## src/rtl/offset14_to_float32.sv

```systemverilog
// rtl/offset14_to_float32.sv - 14-bit offset-binary ADC code to IEEE-754 single, 3-stage pipeline
//
// Converts each accepted offset-binary code to (code - 8192) * 2^-SCALE_SHIFT
// as an IEEE-754 single-precision float.
//
// Ports:
//   aclk     in   1   clock, rising edge
//   rst_n    in   1   asynchronous active-low reset
//   s_valid  in   1   input sample valid
//   s_ready  out  1   sample accepted this cycle when s_valid is also high
//   s_code   in  14   offset-binary code (0 = most negative, 8192 = zero)
//   m_valid  out  1   output float valid
//   m_ready  in   1   downstream accepts the output
//   m_float  out 32   IEEE-754 single result
//   m_clip   out  1   sample was a rail code (0 or 16383), aligned with m_float

module offset14_to_float32 #(
    parameter int SCALE_SHIFT  = 13,
    parameter bit CLIP_FLAG_EN = 1'b1
) (
    input  logic        aclk,
    input  logic        rst_n,
    input  logic        s_valid,
    output logic        s_ready,
    input  logic [13:0] s_code,
    output logic        m_valid,
    input  logic        m_ready,
    output logic [31:0] m_float,
    output logic        m_clip
);

    // Biased exponent for a magnitude whose leading one is at bit 0.
    // SCALE_SHIFT is limited to 0..100, so this stays within 27..127.
    localparam logic [7:0] EXP_BIAS = 8'(127 - SCALE_SHIFT);

    localparam logic [13:0] CODE_ZERO = 14'd8192;
    localparam logic [13:0] CODE_MAX  = 14'h3FFF;

    // Single advance enable for the whole pipeline; bubbles travel with it.
    logic ce;

    // Stage 1: sign / magnitude / rail detect
    logic        valid1_q, valid1_d;
    logic        sign1_q,  sign1_d;
    logic [13:0] mag1_q,   mag1_d;
    logic        clip1_q,  clip1_d;

    // Stage 2: zero detect and leading-one position
    logic        valid2_q, valid2_d;
    logic        sign2_q,  sign2_d;
    logic [13:0] mag2_q,   mag2_d;
    logic        clip2_q,  clip2_d;
    logic        zero2_q,  zero2_d;
    logic [3:0]  lead2_q,  lead2_d;

    // Stage 3: packed float
    logic        valid3_q, valid3_d;
    logic [31:0] float3_q, float3_d;
    logic        clip3_q,  clip3_d;

    // Combinational helpers
    logic        in_sign;
    logic [13:0] in_mag;
    logic        in_clip;
    logic [3:0]  lead_enc;
    logic [22:0] mantissa;
    logic [7:0]  exponent;

    assign ce      = ~valid3_q | m_ready;
    assign s_ready = ce;

    // ------------------------------------------------------------------
    // Stage 1 next-state
    // ------------------------------------------------------------------
    always_comb begin
        // v = code - 8192 is negative exactly when bit 13 of the code is clear.
        // Both subtractions stay within 14 bits: |v| peaks at 8192 (code 0).
        in_sign = ~s_code[13];
        in_mag  = in_sign ? (CODE_ZERO - s_code) : (s_code - CODE_ZERO);
        in_clip = (s_code == 14'd0) || (s_code == CODE_MAX);

        valid1_d = valid1_q;
        sign1_d  = sign1_q;
        mag1_d   = mag1_q;
        clip1_d  = clip1_q;
        if (ce) begin
            valid1_d = s_valid;
            sign1_d  = in_sign;
            mag1_d   = in_mag;
            clip1_d  = in_clip;
        end
    end

    // ------------------------------------------------------------------
    // Stage 2 next-state
    // ------------------------------------------------------------------
    always_comb begin
        // Priority encoder: the highest set bit wins because it is visited last.
        lead_enc = 4'd0;
        for (int i = 0; i < 14; i++) begin
            if (mag1_q[i]) begin
                lead_enc = 4'(i);
            end
        end

        valid2_d = valid2_q;
        sign2_d  = sign2_q;
        mag2_d   = mag2_q;
        clip2_d  = clip2_q;
        zero2_d  = zero2_q;
        lead2_d  = lead2_q;
        if (ce) begin
            valid2_d = valid1_q;
            sign2_d  = sign1_q;
            mag2_d   = mag1_q;
            clip2_d  = clip1_q;
            zero2_d  = (mag1_q == 14'd0);
            lead2_d  = lead_enc;
        end
    end

    // ------------------------------------------------------------------
    // Stage 3 next-state
    // ------------------------------------------------------------------
    always_comb begin
        // Left-justify the leading one into bit 23; it falls off the 23-bit
        // field, which drops the hidden bit. At most 14 significant bits, so
        // the result is exact with no rounding.
        mantissa = {9'd0, mag2_q} << (5'd23 - {1'b0, lead2_q});
        exponent = EXP_BIAS + {4'd0, lead2_q};

        valid3_d = valid3_q;
        float3_d = float3_q;
        clip3_d  = clip3_q;
        if (ce) begin
            valid3_d = valid2_q;
            // Zero is always emitted as +0.0 regardless of the sign flag.
            float3_d = zero2_q ? 32'h0000_0000 : {sign2_q, exponent, mantissa};
            clip3_d  = CLIP_FLAG_EN ? clip2_q : 1'b0;
        end
    end

    // ------------------------------------------------------------------
    // State registers
    // ------------------------------------------------------------------
    always_ff @(posedge aclk or negedge rst_n) begin
        if (!rst_n) begin
            valid1_q <= 1'b0;
            sign1_q  <= 1'b0;
            mag1_q   <= 14'd0;
            clip1_q  <= 1'b0;
            valid2_q <= 1'b0;
            sign2_q  <= 1'b0;
            mag2_q   <= 14'd0;
            clip2_q  <= 1'b0;
            zero2_q  <= 1'b0;
            lead2_q  <= 4'd0;
            valid3_q <= 1'b0;
            float3_q <= 32'h0000_0000;
            clip3_q  <= 1'b0;
        end else begin
            valid1_q <= valid1_d;
            sign1_q  <= sign1_d;
            mag1_q   <= mag1_d;
            clip1_q  <= clip1_d;
            valid2_q <= valid2_d;
            sign2_q  <= sign2_d;
            mag2_q   <= mag2_d;
            clip2_q  <= clip2_d;
            zero2_q  <= zero2_d;
            lead2_q  <= lead2_d;
            valid3_q <= valid3_d;
            float3_q <= float3_d;
            clip3_q  <= clip3_d;
        end
    end

    assign m_valid = valid3_q;
    assign m_float = float3_q;
    assign m_clip  = clip3_q;

endmodule

```

## config.mk

```make
export PLATFORM = sky130hd
export DESIGN_NAME = offset14_to_float32
export DESIGN_NICKNAME = d
export VERILOG_FILES = /design/src/rtl/offset14_to_float32.sv
export SDC_FILE = /design/constraint.sdc
export NUM_CORES = 1
export LEC_CHECK = 0
export CORE_MARGIN = 2
export CORE_UTILIZATION = 45
export DETAILED_ROUTE_END_ITERATION = 7
export PLACE_DENSITY = 0.67
export SKIP_CTS_REPAIR_TIMING = 1
export SYNTH_ARGS = -nofsm -noshare
export SYNTH_HDL_FRONTEND = slang
export SYNTH_SLANG_ARGS = --single-unit
```

## constraint.sdc

```tcl
create_clock -name aclk -period 2.2 [get_ports aclk]
set_clock_uncertainty 0.05 [all_clocks]
set_input_delay 0.44 -clock aclk [delete_from_list [all_inputs] [get_ports aclk]]
set_output_delay 0.44 -clock aclk [all_outputs]
set_load 0.05 [all_outputs]
```

Word level (Yosys, flattened, before mapping)
Index checks and enable logic that the tools add are counted.
- flip-flop bits (word level): 73
- output and inout port bits: 35
- bits of input ports: 18
- reductions and logical operators: 3
- eq/ne operators: 1
- bitwise logic cells: 3
- shifts and indexed selects: 1
- $add $sub $neg: 4
- mux-type cells: 15
- operator list (kind ; number):
    two-way mux 4 bit ; 12
    two-way mux 32 bit ; 1
    zero test 14 bit ; 2
    left shift 14 x 5 -> 23 bit ; 1
    equality test 14 bit, second input constant ; 1
    two-way mux 14 bit ; 1
    subtractor 14 bit, first input constant ; 1
    subtractor 14 bit, second input constant ; 1
    adder 7 x 4 -> 8 bit, first input constant ; 1
    subtractor 5 x 4 -> 5 bit, first input constant ; 1
    NOT 1 bit ; 2
    logical OR 1 bit ; 1
    two-way mux 1 bit ; 1
    OR 1 bit ; 1

Longest topological paths before layout
Gate-level depths: netlist of the first run.
- depth in word-level cells: 13
- gate-level depth with buffers: 7

Least setup slack after synthesis of the first run
Ideal clock, no wire load.
- path type: register -> output
- start point: reg valid3_q (netlist: m_valid)
- end point: out s_ready
- stages on the path, launching flop included: 5
- path buffers: 2
- data arrival time: 1630 ps
- setup slack: 80 ps
- data required time: 1710 ps
- cells stage by stage: dfrtp_1 nor2b_1 buf_2 clkinv_1 clkbuf_1
- longest elaborated chain between the ends: 2
- ends and longest elaborated chain (what ; RTL line ; RTL):
    from (decl) ; 57 ; logic valid3_q, valid3_d;
    from (signal assigned) ; 172 ; valid3_q <= valid3_d;
    NOT 1 bit ; 69 ; assign ce = ~valid3_q | m_ready;
    OR 1 bit ; 69 ;
    to (decl) ; 24 ; output logic s_ready,
No other way between the ends.

Final worst setup path of the first run
- start point: reg float3_q[29] (netlist: m_float[29])
- end point: out m_float[29]
- RTL lines (what ; RTL line ; RTL):
    from (decl) ; 58 ; logic [31:0] float3_q, float3_d;
    from (signal assigned) ; 173 ; float3_q <= float3_d;
    to (decl) ; 28 ; output logic [31:0] m_float,
No word-level cell between the ends.

==> results of run 1 <==
metrics by stage:
stage / power [µW] / util [%]
3_3_place_gp: 4997 / 55.73
6_report: 6165 / 58.57
4_1_cts: 6209 / 58.57
5_1_grt: 6591 / 58.57
3_5_place_dp: 5049 / 55.73
2_1_floorplan: 4186 / -
worst paths after layout:
path,startpoint,end,cells past startpoint
worst min register to register,valid2_q,valid2_q,2
max in group asynchronous,rst_n,mag1_q[7],2
min in group aclk,valid2_q,valid2_q,2
worst max register to register,lead2_q[0],m_float[15],4
worst min-delay path,rst_n,m_float[1],1
worst max-delay path,m_float[29],m_float[29],1
metal layers:
| metal | vias up | track usage, % | part of all wire (%) |
|---|---|---|---|
| met5 | - | 0 | 0 |
| met4 | 0 | 7.475 | 2.0 |
| met3 | 16 | 3.787 | 3.7 |
| met2 | 66 | 30.52 | 47 |
| met1 | 1359 | 24.59 | 47 |
| li1 | 1440 | - | - |
area by class of cell:
class,count,area share [%]
clock inverters,7,2.101
inverters,11,0.9124
multi-input cells,277,36.19
repair buffers,75,15.43
clock buffers,9,2.737
flip-flops and latches,72,39.81
well taps,102,2.820
flip-flops by register name, indices dropped and copies added, names as in the netlist, 4 cells and up:
register  flops
mag1_q       14
lead2_q       4
mag2_q       14
m_float      31
power by group:
group          total, µW  internal (µW)  switching, µW
sequential          2090           1740            347
clock               1150            640            512
combinational       2930           1170           1760
Yosys cell counts, types with 5 or more instances:
| library cell | number | area share [%] |
|---|---|---|
| mux2_2 | 7 | 2.2 |
| nor2_1 | 35 | 3.7 |
| and2_1 | 10 | 1.7 |
| xnor2_1 | 11 | 2.7 |
| nand2_1 | 92 | 9.6 |
| a22o_1 | 5 | 1.2 |
| clkbuf_1 | 14 | 1.5 |
| a31oi_1 | 5 | 0.87 |
| dfrtp_1 | 72 | 50 |
| a21oi_1 | 24 | 3.3 |
| inv_1 | 9 | 0.94 |
| o21ai_0 | 16 | 2.2 |
| mux2i_1 | 11 | 3.1 |
cell families (layout without fill, tap and decap cells):
group	count (synthesis)	count (layout)	share of synthesized area (%)
mux	23	23	7.770
xor+xnor	11	11	2.683
flops	72	72	50.17
buf+inv	36	102	4.425
fa+ha+maj	4	4	1.394
compound gates	77	77	13.62
simple gates	162	162	19.93
==> results by group, run 1 <==
Placed design
  – Pre-CTS WS: 0.005609 ns
  – GPL Wtd Cong: 0.8368
  – Placed Cells: 537
  – IO buf count: 52
  – DP Area: 4307 µm²
  – Post-detail-place hpwl: 5.337 mm

STA
  – Fin Setup TNS: 0 ns
  – Crit path time final: 2.019 ns
  – Hold slack: -0.02485 ns
  – Fin. Hold Viols: 19
  – Slew Limit Fails: 0
  – Peak Freq: 495.2 MHz
  – RSZ-0062 raised after global routing: no
  – Slew of the pin with the lowest slew margin: 0.5570 ns
  – Ratio of final minimum period to clock period: 91.79%
  – Final setup margin: 0.1806 ns
  – Final Setup Violations: 0
  – Worst relative slew slack: 61.91%

Final layout
  – Commonest non-fill, non-tap cell in the layout: nand2_1
  – Share of cells above drive strength 1: 13.75%
  – Nets: 468
  – Synth-to-layout area growth: 26.03%
  – # fillers: 699
  – Fin cells: 553
  – FF+latch area: 1802 µm²
  – Number of diodes: 0
  – Post-route cell area: 4526 µm²
  – Multi-input gate area: 1638 µm²
  – Most frequent cells in the layout: nand2_1, dfrtp_1, clkdlybuf4s50_1

GRT
  – All-Layer GR Usage: 18.75%
  – Overall overflow remaining after global route: 0
  – Global-route wire length before repair: 13.02 mm
  – Initial antenna violation count: 0
  – Pin count of the biggest net entering global routing: 54
  – Vias in the first global route: 2702

Synth
  – Main synth FF type: dfrtp_1
  – Syn Inst Count: 385
  – Post-Synthesis Cell Area: 3591 µm²
  – Post-synth EDFFs: 0
  – Sequential area share after synthesis: 50.17%
  – Synth Register Bits: 72
  – Syn Nets: 407
  – Synth cell types: 47
  – Ys async rst share: 100.0%
  – Synth warn: 0
  – Avg Cell Area, Syn: 9.327 µm²

Worst setup path
  – Reg-to-reg slack, setup: 0.23 ns
  – Critical path class: reg2out
  – Crit end category: output port
  – Data arrival time of the critical path: 1.53 ns
  – Crit-path slowest cell: clkdlybuf4s50_1
  – Crit-path max FO: 3
  – Worst path bufs/invs: 1
  – Critical-path cell list: clkdlybuf4s50_1
  – Startpoint types: flip-flop
  – Crit path max-delay family: buffers and inverters
  – Req. time, crit path: 1.71 ns
  – CP peak stage delay: 0.81 ns

Drt
  – Drt wl/cell: 13.22 µm
  – Final ANT Viol Nets: 0
  – DR pass1 iterations: 4
  – Drt drc: 0
  – Via density: 5.210
  – Via count: 2881
  – DRT iter0 DRCs: 103
  – Post-Route WL: 7.311 mm

Clock tree
  – CTS tree: built
  – CTS max path bufs: 2
  – TritonCTS Buffers: 9
  – Skew-Pair Late Insertion Delay: 0.35 ns
  – Sink Count: 72
  – Root Driver: clkbuf_8
  – Reg clk slew, reported paths: 0.08 ns
  – Htree depth: 3

Floorplan
  – I/O pin cnt: 53
  – Row count: 32
  – Core outline area: 7727 µm²
  – Die H: 93.33 µm
  – Die X: 93.33 µm
  – Die area: 8710 µm²
  – Effective utilization at floorplan: 46.47%

Worst hold path
  – Worst min path class: in2async

Outcome
  – Failing checks: negative hold slack
  – Status: finished with violations

Power
  – Worst IR Drop VDD: 0.0004036 V
  – Leak: 0.002012 µW
  – Power per cell area: 1362 nW/µm²

Run
  – Max-cap violations: 0
(Power assumes the default switching activity.)
==> run 2: changes to the inputs <==
Settings changed: SLEW_MARGIN set to 5.
==> results of run 2 <==
Final layout, timing and power as in run 1 (identical DEF).
